### config.mk
export PLATFORM = sky130hd
export DESIGN_NAME = mem_stage
export DESIGN_NICKNAME = d
export VERILOG_FILES = /design/src/rtl/mem_stage_pkg.sv /design/src/rtl/mem_stage_load_align.sv /design/src/rtl/mem_stage.sv
export SDC_FILE = /design/constraint.sdc
export NUM_CORES = 1
export LEC_CHECK = 0
export CORE_AREA = 2 2 151 153
export DETAILED_ROUTE_END_ITERATION = 8
export DIE_AREA = 0 0 153 155
export PLACE_DENSITY = 0.65
export SYNTH_ARGS = -nofsm -noshare
export SYNTH_HDL_FRONTEND = slang
export SYNTH_HIERARCHICAL = 1
export SYNTH_SLANG_ARGS = --single-unit
### constraint.sdc
create_clock -name clk -period 2.3 [get_ports clk]
set_input_delay 0.46 -clock clk [delete_from_list [all_inputs] [get_ports clk]]
set_output_delay 0.46 -clock clk [all_outputs]
set_load 0.02 [all_outputs]
### src/rtl/mem_stage_pkg.sv
// Shared types and constants for the MEM pipeline stage: FSM state encoding,
// load-op encodings, reset PC and the forwarding bundle widths.
package mem_stage_pkg;

    typedef enum logic [1:0] {
        ST_IDLE = 2'd0,
        ST_REQ  = 2'd1,
        ST_WAIT = 2'd2,
        ST_DONE = 2'd3
    } ms_state_e;

    localparam logic [2:0] LD_W  = 3'd0;
    localparam logic [2:0] LD_B  = 3'd1;
    localparam logic [2:0] LD_BU = 3'd2;
    localparam logic [2:0] LD_H  = 3'd3;
    localparam logic [2:0] LD_HU = 3'd4;

    localparam logic [31:0] RESET_PC_DEFAULT = 32'h1c000000;

    localparam int RF_WE_W   = 4;
    localparam int RF_ADDR_W = 5;
    localparam int RF_DATA_W = 32;

endpackage

### src/rtl/mem_stage_load_align.sv
// Load data alignment: picks the addressed byte/halfword out of the returned
// word and sign- or zero-extends it. Instantiated only under MEM_LOAD_EXT_EN.
module mem_stage_load_align
    import mem_stage_pkg::*;
(
    input  logic [31:0] word,
    input  logic [1:0]  addr_lo,
    input  logic [2:0]  ld_op,
    output logic [31:0] data
);

    logic [7:0]  lane [4];
    logic [7:0]  byte_sel;
    logic [15:0] half_sel;

    genvar gi;
    generate
        for (gi = 0; gi < 4; gi++) begin : g_lane
            assign lane[gi] = word[8*gi +: 8];
        end
    endgenerate

    assign byte_sel = lane[addr_lo];
    assign half_sel = addr_lo[1] ? word[31:16] : word[15:0];

    always_comb begin
        data = word;
        case (ld_op)
            LD_B:    data = {{24{byte_sel[7]}}, byte_sel};
            LD_BU:   data = {24'd0, byte_sel};
            LD_H:    data = {{16{half_sel[15]}}, half_sel};
            LD_HU:   data = {16'd0, half_sel};
            default: data = word;
        endcase
    end

endmodule

### src/rtl/mem_stage.sv
// MEM pipeline stage: holds one instruction, runs its data-SRAM transaction
// (req/addr_ok/data_ok) and forwards its result to ID. Optional: MEM_LOAD_EXT_EN.
module mem_stage
    import mem_stage_pkg::*;
#(
    parameter int                DATA_W   = 32,
    parameter logic [DATA_W-1:0] RESET_PC = RESET_PC_DEFAULT
)(
    input  logic                 clk,
    input  logic                 reset,
    input  logic                 es_to_ms_valid,
    output logic                 ms_allow_in,
    input  logic [DATA_W-1:0]    es_pc,
    input  logic [DATA_W-1:0]    es_alu_result,
    input  logic                 es_sram_en,
    input  logic [3:0]           es_sram_we,
    input  logic [DATA_W-1:0]    es_store_data,
    input  logic [2:0]           es_ld_op,
    input  logic [RF_WE_W-1:0]   es_rf_we,
    input  logic [RF_ADDR_W-1:0] es_rf_waddr,
    output logic                 data_sram_req,
    output logic                 data_sram_wr,
    output logic [3:0]           data_sram_wstrb,
    output logic [DATA_W-1:0]    data_sram_addr,
    output logic [DATA_W-1:0]    data_sram_wdata,
    input  logic                 data_sram_addr_ok,
    input  logic                 data_sram_data_ok,
    input  logic [DATA_W-1:0]    data_sram_rdata,
    output logic                 ms_to_ws_valid,
    input  logic                 ws_allow_in,
    output logic [DATA_W-1:0]    ms_pc,
    output logic [RF_WE_W-1:0]   ms_rf_we,
    output logic [RF_ADDR_W-1:0] ms_rf_waddr,
    output logic [DATA_W-1:0]    ms_rf_wdata,
    output logic                 ms_ld_pending
);

    ms_state_e state_reg, state_next;

    logic                 ms_valid_reg;
    logic [DATA_W-1:0]    pc_reg;
    logic [DATA_W-1:0]    alu_result_reg;
    logic                 load_reg;
    logic [3:0]           sram_we_reg;
    logic [DATA_W-1:0]    store_data_reg;
    logic                 is_mem_reg;
    logic [RF_WE_W-1:0]   rf_we_reg;
    logic [RF_ADDR_W-1:0] rf_waddr_reg;
    logic [DATA_W-1:0]    ld_buf_reg;

    logic              ms_ready_go;
    logic              load_fire;
    logic              es_is_mem;
    logic              ld_capture;
    logic [DATA_W-1:0] ld_data;

    assign es_is_mem   = es_sram_en | (|es_sram_we);
    assign ms_ready_go = ms_valid_reg && (!is_mem_reg || state_reg == ST_DONE);
    assign ms_allow_in = !ms_valid_reg || (ms_ready_go && ws_allow_in);
    assign load_fire   = es_to_ms_valid && ms_allow_in;

    always_ff @(posedge clk or negedge reset) begin
        if (!reset) begin
            ms_valid_reg   <= 1'b0;
            pc_reg         <= RESET_PC;
            alu_result_reg <= '0;
            load_reg       <= 1'b0;
            sram_we_reg    <= '0;
            store_data_reg <= '0;
            is_mem_reg     <= 1'b0;
            rf_we_reg      <= '0;
            rf_waddr_reg   <= '0;
        end else begin
            if (ms_allow_in) begin
                ms_valid_reg <= es_to_ms_valid;
            end
            if (load_fire) begin
                pc_reg         <= es_pc;
                alu_result_reg <= es_alu_result;
                load_reg       <= es_sram_en;
                sram_we_reg    <= es_sram_we;
                store_data_reg <= es_store_data;
                is_mem_reg     <= es_is_mem;
                rf_we_reg      <= es_rf_we;
                rf_waddr_reg   <= es_rf_waddr;
            end
        end
    end

    // Only one transaction is ever outstanding; DONE doubles as the
    // "result ready" hold state while WB back-pressures.
    always_comb begin
        state_next = state_reg;
        ld_capture = 1'b0;
        case (state_reg)
            ST_IDLE: begin
                if (load_fire && es_is_mem) state_next = ST_REQ;
            end
            ST_REQ: begin
                if (data_sram_addr_ok) begin
                    if (data_sram_data_ok) begin
                        state_next = ST_DONE;
                        ld_capture = 1'b1;
                    end else begin
                        state_next = ST_WAIT;
                    end
                end
            end
            ST_WAIT: begin
                if (data_sram_data_ok) begin
                    state_next = ST_DONE;
                    ld_capture = 1'b1;
                end
            end
            ST_DONE: begin
                if (ws_allow_in) begin
                    state_next = (load_fire && es_is_mem) ? ST_REQ : ST_IDLE;
                end
            end
            default: state_next = ST_IDLE;
        endcase
    end

    always_ff @(posedge clk or negedge reset) begin
        if (!reset) begin
            state_reg  <= ST_IDLE;
            ld_buf_reg <= '0;
        end else begin
            state_reg <= state_next;
            if (ld_capture) ld_buf_reg <= data_sram_rdata;
        end
    end

`ifdef MEM_LOAD_EXT_EN
    logic [2:0] ld_op_reg;

    always_ff @(posedge clk or negedge reset) begin
        if (!reset) begin
            ld_op_reg <= LD_W;
        end else if (load_fire) begin
            ld_op_reg <= es_ld_op;
        end
    end

    mem_stage_load_align u_load_align (
        .word    (ld_buf_reg),
        .addr_lo (alu_result_reg[1:0]),
        .ld_op   (ld_op_reg),
        .data    (ld_data)
    );
`else
    logic unused_ld_op;
    assign unused_ld_op = ^es_ld_op;
    assign ld_data      = ld_buf_reg;
`endif

    assign data_sram_req   = ms_valid_reg && (state_reg == ST_REQ);
    assign data_sram_wr    = |sram_we_reg;
    assign data_sram_wstrb = sram_we_reg;
    assign data_sram_addr  = alu_result_reg;
    assign data_sram_wdata = store_data_reg;

    assign ms_to_ws_valid = ms_valid_reg && ms_ready_go;
    assign ms_pc          = pc_reg;
    assign ms_rf_we       = {RF_WE_W{ms_valid_reg}} & rf_we_reg;
    assign ms_rf_waddr    = rf_waddr_reg;
    assign ms_rf_wdata    = load_reg ? ld_data : alu_result_reg;
    assign ms_ld_pending  = ms_valid_reg && load_reg && (state_reg != ST_DONE);

endmodule
## Word level (Yosys, flattened, before mapping)

Index checks and enable logic that the tools add are counted.

- Register bits after elaboration: 146
- Input bits: 151
- Output and inout port bits: 146
- Word-level logic and storage cells: 48

- Equality and inequality tests: 8
- Muxes and demuxes: 11
- Bitwise operators: 2
- Reductions and logical operators: 16

Operator list:

| operator | count |
|---|---|
| $mux W32 | 1 |
| $ne A2 B2 Y1 const B | 5 |
| $logic_and A1 B1 Y1 | 8 |
| $mux W2 | 4 |
| $pmux W2 S4 | 1 |
| $reduce_or A4 Y1 | 2 |
| $and A4 B4 Y4 | 1 |
| $eq A2 B2 Y1 const B | 2 |
| $mux W1 | 4 |
| $reduce_and A4 Y1 | 1 |
| $eq A2 B1 Y1 const B | 1 |
| $logic_not A1 Y1 | 2 |
| $logic_not A2 Y1 | 1 |
| $logic_or A1 B1 Y1 | 2 |
| $pmux W1 S2 | 1 |
| $or A1 B1 Y1 | 1 |

## Logic depth before layout (Yosys ltp)

Gate-level depths: netlist of the first run.

- Depth after elaboration: 10
- Mapped depth: 8
- Gate-level depth less buffers: 6

## Worst setup path after synthesis of the first run

Ideal clock, no wire load.

- Kind: register -> output
- Start: register load_reg
- End: output port ms_rf_wdata[10]
- Data arrival time: 1311 ps
- Path slack: 529 ps
- Stages on the path, launching flop included: 4
- Path through: dfrtp_1 > clkbuf_1 > buf_1 > mux2_2

- Word-level cells in the longest chain between the ends: 1

Ends and longest elaborated chain:

| item | RTL line | source |
|---|---|---|
| from (decl) | mem_stage.sv:43 | `logic load_reg;` |
| from (signal assigned) | mem_stage.sv:80 | `load_reg <= es_sram_en;` |
| $mux W32 | mem_stage.sv:167 | `assign ms_rf_wdata = load_reg ? ld_data : alu_result_reg;` |
| to (decl) | mem_stage.sv:34 | `output logic [DATA_W-1:0] ms_rf_wdata,` |

No other way between the ends.

## Worst setup path in the final report of the first run

- Start: register load_reg
- End: output port ms_rf_wdata[11]

Same word-level chain as after synthesis.

==> key figures, run 1 <==
GRT
  – Largest net degree at the start of global routing: 63
  – Grt total ovfl: 0
  – Initial antenna violation count: 0
  – Vias in the first global route: 4831
  – First-pass GRT wire length: approximately 27 mm
  – Gr usage total: 14.48%

Floorplanning
  – Rows: 55
  – Die area: between 0.02 and 0.025 mm²
  – Chip width: around 150 µm
  – Die Span Y: approximately 160 µm
  – # IOs: a little under 300
  – Initial core utilization: 27.36%
  – Core area: between 0.02 and 0.025 mm²

Placed design
  – Pre-CTS WS: between 0.09 and 0.1 ns
  – Port Buffers: slightly below 300
  – Routability cong.: 0.7938
  – HPWL after DPL: roughly 12 mm

Setup path
  – Cell depth of the worst flop-to-flop path: 5
  – R2R Setup Slk: 0.50 ns
  – R2R Path End: ms_pc[3]
  – CP required: approximately 1.8 ns
  – Setup CP Type: reg2out
  – Setup crit start kind: register
  – Crit. End Element: primary output
  – Arr. time, crit path: 1.75 ns
  – Max FO, Critical Path: 32
  – Worst r2r src: state_reg[1]

Routing
  – DR vias/cell: 4.356
  – DRT iter0 DRCs: around 120
  – Average routed wire per standard cell: 17.29 µm
  – Final wirelength: between 15 and 20 mm
  – Routed Antenna Nets: 0
  – Vias: about 4.3k
  – # DRC: 0
  – Initial DRT Pass Iterations: 6

Synthesis
  – Cell area after synthesis: approximately 0.0061 mm²
  – Synth top area share: between 50% and 60%
  – Synth Area per Inst: 16.01 µm²
  – Synth top area cells: dfrtp_1 59%, mux2_2 29%, mux2_4 4.2%, dfstp_2 1.3%, ha_1 1.0%
  – Ys flop type: dfrtp_1
  – Async S/R FF share, synth: 100.0%
  – Yosys top cell by area: dfrtp_1
  – Count of unique library cells instantiated by Yosys: 27
  – Syn nets: 536
  – Yosys reg bits: 146
  – Sequential area share after synthesis: approximately 60%
  – Post-synth EDFFs: 0
  – YS warnings: 6
  – Commonest cells in the netlist: 158 x mux2_2, 143 x dfrtp_1, 17 x mux2_4, 12 x buf_2, 7 x and2_1
  – Synth Instances: 380
  – Most common cell in the synthesized netlist: mux2_2

Clock tree
  – CTS clk-pin slew, worst paths: approximately 0.060 ns
  – H-tree levels: 4
  – Max Root-Sink Buffers: 2
  – # clock sinks: 146
  – Post-CTS Setup Inserts: 0
  – CTS buffer count: 17
  – CTS tree: built
  – Worst skew pair latency: about 0.42 ns
  – Clock root buffer: clkbuf_16

Timing
  – Relative slew slack: between 60% and 70%
  – Slew @ Worst Pin: ~0.5 ns
  – Final setup viols: 0
  – Final Cycle Share: between 90% and 100%
  – Final Max Tran Viols: 0
  – Final WS setup: between 0.09 and 0.1 ns
  – Tmin final: around 2.2 ns
  – Fin. Hold Viols: 0
  – Fmax achieved: 452.7 MHz
  – Setup TNS Final: 0 ns
  – Hold slack final: 0.4987 ns
  – Layout Skew: 0.01131 ns
  – Unrepaired setup endpoints after global routing: false

Finish
  – Fill cells: approximately 2k
  – Antenna cells: 0
  – Fraction of layout cells with a size suffix above 1: between 30% and 40%
  – Nets: approximately 840
  – Multi-input gate area: 0.002313 mm²
  – Storage element area: 0.003659 mm²
  – Area delta synth->final: 63.98%

Flow run
  – Max-cap viol count: 0

Power and ir drop
  – Pwr Density: between 1500 and 2000 mW/mm²
  – Peak supply drop: approximately 670 µV
  – Leak Pwr: 4.141 nW
  – Tot Pwr: 15.61 mW

Worst hold path
  – Hold Crit Class: reg2reg
  – Hold path cells: 1
  – Hold Startpoint: rf_we_reg[1]
  – Endpoint, Worst Hold: rf_we_reg[1]

Outcome
  – Status: finished, final reports clean
[power by group]
part	switching (mW)	leakage, nW	internal (mW)
Clock	1.14	0.270	1.62
Sequential	0.795	1.72	3.92
Combinational	3.79	2.15	4.35
[worst max path at each step]
stage | to | slack [ns] | cells after the start | from
floorplan | ms_rf_wdata[10] | 0.53 | 3 | load_reg
global placement | ms_allow_in | 0.11 | 4 | ws_allow_in
detailed placement | ms_pc[17] | 0.09 | 5 | es_to_ms_valid
CTS | ms_allow_in | 0.002 | 5 | state_reg[0]
global route | ms_rf_wdata[11] | 0.01 | 3 | load_reg
finish | ms_rf_wdata[11] | 0.09 | 3 | load_reg
[metal layers]
layer | global-route usage (%) | vias up | share of wire, %
met1 | 17.14 | 2107 | 41
met2 | 24.54 | 197 | 49
met5 | 0 | - | 0
met4 | 4.894 | 0 | 1.8
met3 | 5.237 | 18 | 8.4
li1 | - | 1960 | -
[area by class of cell]
cell class,count,share of cell area (%)
clock inverter,13,1.531
inverter,4,0.1505
tap,285,3.575
timing repair buffer,305,30.52
multi-input combinational,211,23.20
clock buffer,19,4.341
sequential,146,36.68
[cell usage in the layout, fill, tap and decap left out, drive strengths merged, types with 5 or more instances in the layout]
cell type,instances
clkbuf,19
clkdlybuf4s50,255
clkinvlp,5
and2,7
mux2,175
buf,12
dlygate4sd2,36
ha,5
inv,10
dfrtp,143
[metrics by stage]
step	instances	cell area, µm²	util [%]
after global routing	983	9973	44.87
after CTS	983	9967	44.84
final	983	9973	44.87
after global placement	950	9418	42.37
after detailed placement	950	9418	42.37
after floorplan	380	6082	-
[cells by family after synthesis]
logic type,share of synthesized area [%]
compound gates,1.049
fa+ha+maj,1.029
buf+inv,2.160
flops,60.13
mux,33.61
simple gates,2.016
[critical path, cell delays in order, from the launching register on]
cell	delay, ns
dfrtp_2	0.39
buf_12	0.23
mux2_2	0.37
dlygate4sd2_1	0.33
[timing repair]
item | CTS | global route
hold buffers | 1 | 0
cloned | 0 | 0
resized for setup | 37 | 3
setup endpoints to repair | 37 | 2
pin swaps | 0 | 0
endpoints found under the hold margin | 9 | 0
Note: power is estimated with default switching activity, not from simulation.
==> run 2, diff against run 1 <==
--- a/config.mk
+++ b/config.mk
@@ -9,6 +9,7 @@
 export DETAILED_ROUTE_END_ITERATION = 8
 export DIE_AREA = 0 0 153 155
 export PLACE_DENSITY = 0.65
+export RECOVER_POWER = 100
 export SYNTH_ARGS = -nofsm -noshare
 export SYNTH_HDL_FRONTEND = slang
 export SYNTH_HIERARCHICAL = 1
==> run 2 against run 1 <==
Net effect: die area unchanged; via count increased by 0.12%; routed wire length decreased by 0.63%; clock-buffer cell count unchanged; sequential power decreased by 1%; total power decreased by 4.3%; first-iteration DRC count decreased by 25%; sequential share of layout area increased by 0.50 points; maximum frequency decreased by 0.20%; register-to-register slack got worse by 0.23 ns; worst hold slack about the same; largest power group unchanged.
==> key figures, run 2 (synthesis results as in run 1) <==
Clock tree
  – CTS clk-pin slew, worst paths: 0.06 ns
  – Clock root buffer: clkbuf_16
  – CTS tree: built
  – Max Root-Sink Buffers: 2
  – # clock sinks: approximately 150
  – Worst skew pair latency: approximately 0.42 ns
  – H-tree levels: 4
  – CTS buffer count: 17

Floorplanning
  – Die area: approximately 0.024 mm²
  – Rows: 55
  – Chip width: around 150 µm
  – # IOs: approximately 300
  – Core area: around 0.022 mm²
  – Die Span Y: between 150 and 200 µm
  – Initial core utilization: between 20% and 30%

Finish
  – Most frequent cells in the layout: 157 x mux2_2, 146 x clkdlybuf4s50_1, 142 x dfrtp_1, 110 x dlygate4sd3_1, 36 x dlygate4sd2_1
  – Antenna cells: 0
  – Fraction of layout cells with a size suffix above 1: roughly 29%
  – Most common cell after layout, fill and taps aside: mux2_2
  – Nets: approximately 840
  – Util after Layout: between 40% and 50%
  – Area delta synth->final: 61.76%

Routing
  – Vias: 4287
  – DRT iter0 DRCs: 92
  – # DRC: 0
  – Average routed wire per standard cell: 17.18 µm
  – Initial DRT Pass Iterations: 3
  – Final wirelength: between 15 and 20 mm
  – Routed Antenna Nets: 0
  – DR vias/cell: about 4.4

GRT
  – Met2 Track Usage GR: about a quarter
  – GR Layer Usage met3: around 5.2%
  – First-pass GRT wire length: approximately 27 mm
  – GRT busiest layer: met2
  – Met1 Use GR: around 17%
  – Grt total ovfl: 0
  – Initial antenna violation count: 0
  – Largest net degree at the start of global routing: 63
  – Gr usage total: 14.48%
  – Vias in the first global route: between 4k and 5k

Setup path
  – Slowest CP cell: dfrtp_2
  – Max FO, Critical Path: 32
  – Setup crit start kind: register
  – Slowest stage delay, CP: a little under 0.4 ns
  – Arr. time, crit path: around 1.8 ns
  – R2R Setup Slk: ~0.27 ns
  – Setup CP Type: reg2out
  – CP required: between 1.5 and 2 ns
  – Buf/Inv on CP: 2
  – Family with the most delay on the worst path: buffers and inverters
  – Crit. End Element: primary output
  – Worst path cell trace: buf_12, mux2_2, dlygate4sd2_1

Outcome
  – Status: finished, final reports clean

Placed design
  – HPWL after DPL: around 12 mm
  – Routability cong.: between 0.7 and 0.8
  – Port Buffers: 293

Timing
  – Layout Skew: roughly 0.013 ns
  – Slew @ Worst Pin: 1.330 ns
  – Unrepaired setup endpoints after global routing: false
  – Tmin final: 2.213 ns
  – Setup TNS Final: 0 ns
  – Fmax achieved: approximately 450 MHz
  – Final setup viols: 0
  – Final Max Tran Viols: 0
  – Fin. Hold Viols: 0
  – Final Cycle Share: 96.23%
  – Relative slew slack: 11.36%
  – Hold slack final: about 0.50 ns

Flow run
  – Max-cap viol count: 0

Power and ir drop
  – Pwr Density: 1519 mW/mm²
  – Peak supply drop: ~640 µV
  – Leak Pwr: about 4.1 nW

Worst hold path
  – Hold Crit Class: reg2reg
[run 2: cell count changes in the layout (fill, tap and decap cells not counted), moves of 2 or more]
cell / before / now
clkdlybuf4s50_1: 255 / 146
mux2_1: 0 / 17
clkbuf_1: 2 / 4
clkbuf_2: 0 / 4
buf_4: 6 / 1
mux2_4: 17 / 1
dlygate4sd3_1: 1 / 110
buf_12: 5 / 2
[run 2: metrics by stage]
stage	cell area, µm²	total power [mW]	setup slack (ns)	cells
5_1_grt	9838	15.82	0.01421	983
6_report	9838	14.95	0.08673	983
3_5_place_dp	9418	13.33	0.09049	950
3_3_place_gp	9418	13.11	0.1136	950
4_1_cts	9967	15.86	0.002010	983
2_1_floorplan	6082	9.238	0.5292	380
[run 2: routing by layer]
| layer | vias up | routed length, µm |
|---|---|---|
| met5 | - | 0 |
| met4 | 0 | 299 |
| met3 | 18 | 1395 |
| met2 | 196 | 8372 |
| met1 | 2106 | 6819 |
| li1 | 1967 | - |
[run 2: worst paths after layout]
path                         startpoint                 end  cells past startpoint
max                            load_reg     ms_rf_wdata[11]                      3
min                        rf_we_reg[1]        rf_we_reg[1]                      1
max reg2reg                state_reg[1]            ms_pc[3]                      5
min reg2reg                rf_we_reg[1]        rf_we_reg[1]                      1
max in group asynchronous         reset        rf_we_reg[3]                      3
min in group asynchronous         reset  data_sram_addr[19]                      2
[run 2: final cells by class]
cell class              instances  area (µm²)
clock buffers                  19       432.9
multi-input cells             211        2230
fillers                      2045       12390
clock inverters                13       152.6
well taps                     285       356.6
inverters                       4       15.01
flip-flops and latches        146        3659
repair buffers                305        2993
[run 2: what timing repair did]
action / in CTS / in global routing
gates resized for setup: 37 / 3
pin swaps: 0 / 0
endpoints found under the hold margin: 9 / 0
hold buffers: 1 / 0
gates cloned: 0 / 0
buffers inserted: 0 / 0
endpoints found under the setup margin: 37 / 2
[run 2: power by group]
group / total (mW) / internal [mW] / switching (mW)
clock: 2.76 / 1.62 / 1.14
combinational: 7.53 / 3.78 / 3.74
sequential: 4.65 / 3.91 / 0.740
total: 14.9 / 9.32 / 5.63
==> run 3, diff against run 2 <==
--- a/config.mk
+++ b/config.mk
@@ -8,6 +8,7 @@
 export CORE_AREA = 2 2 151 153
 export DETAILED_ROUTE_END_ITERATION = 8
 export DIE_AREA = 0 0 153 155
+export HOLD_SLACK_MARGIN = 0.12
 export PLACE_DENSITY = 0.65
 export RECOVER_POWER = 100
 export SYNTH_ARGS = -nofsm -noshare
==> results of run 3 <==
Same layout as run 2: the final DEF is identical, and so are final timing and power.
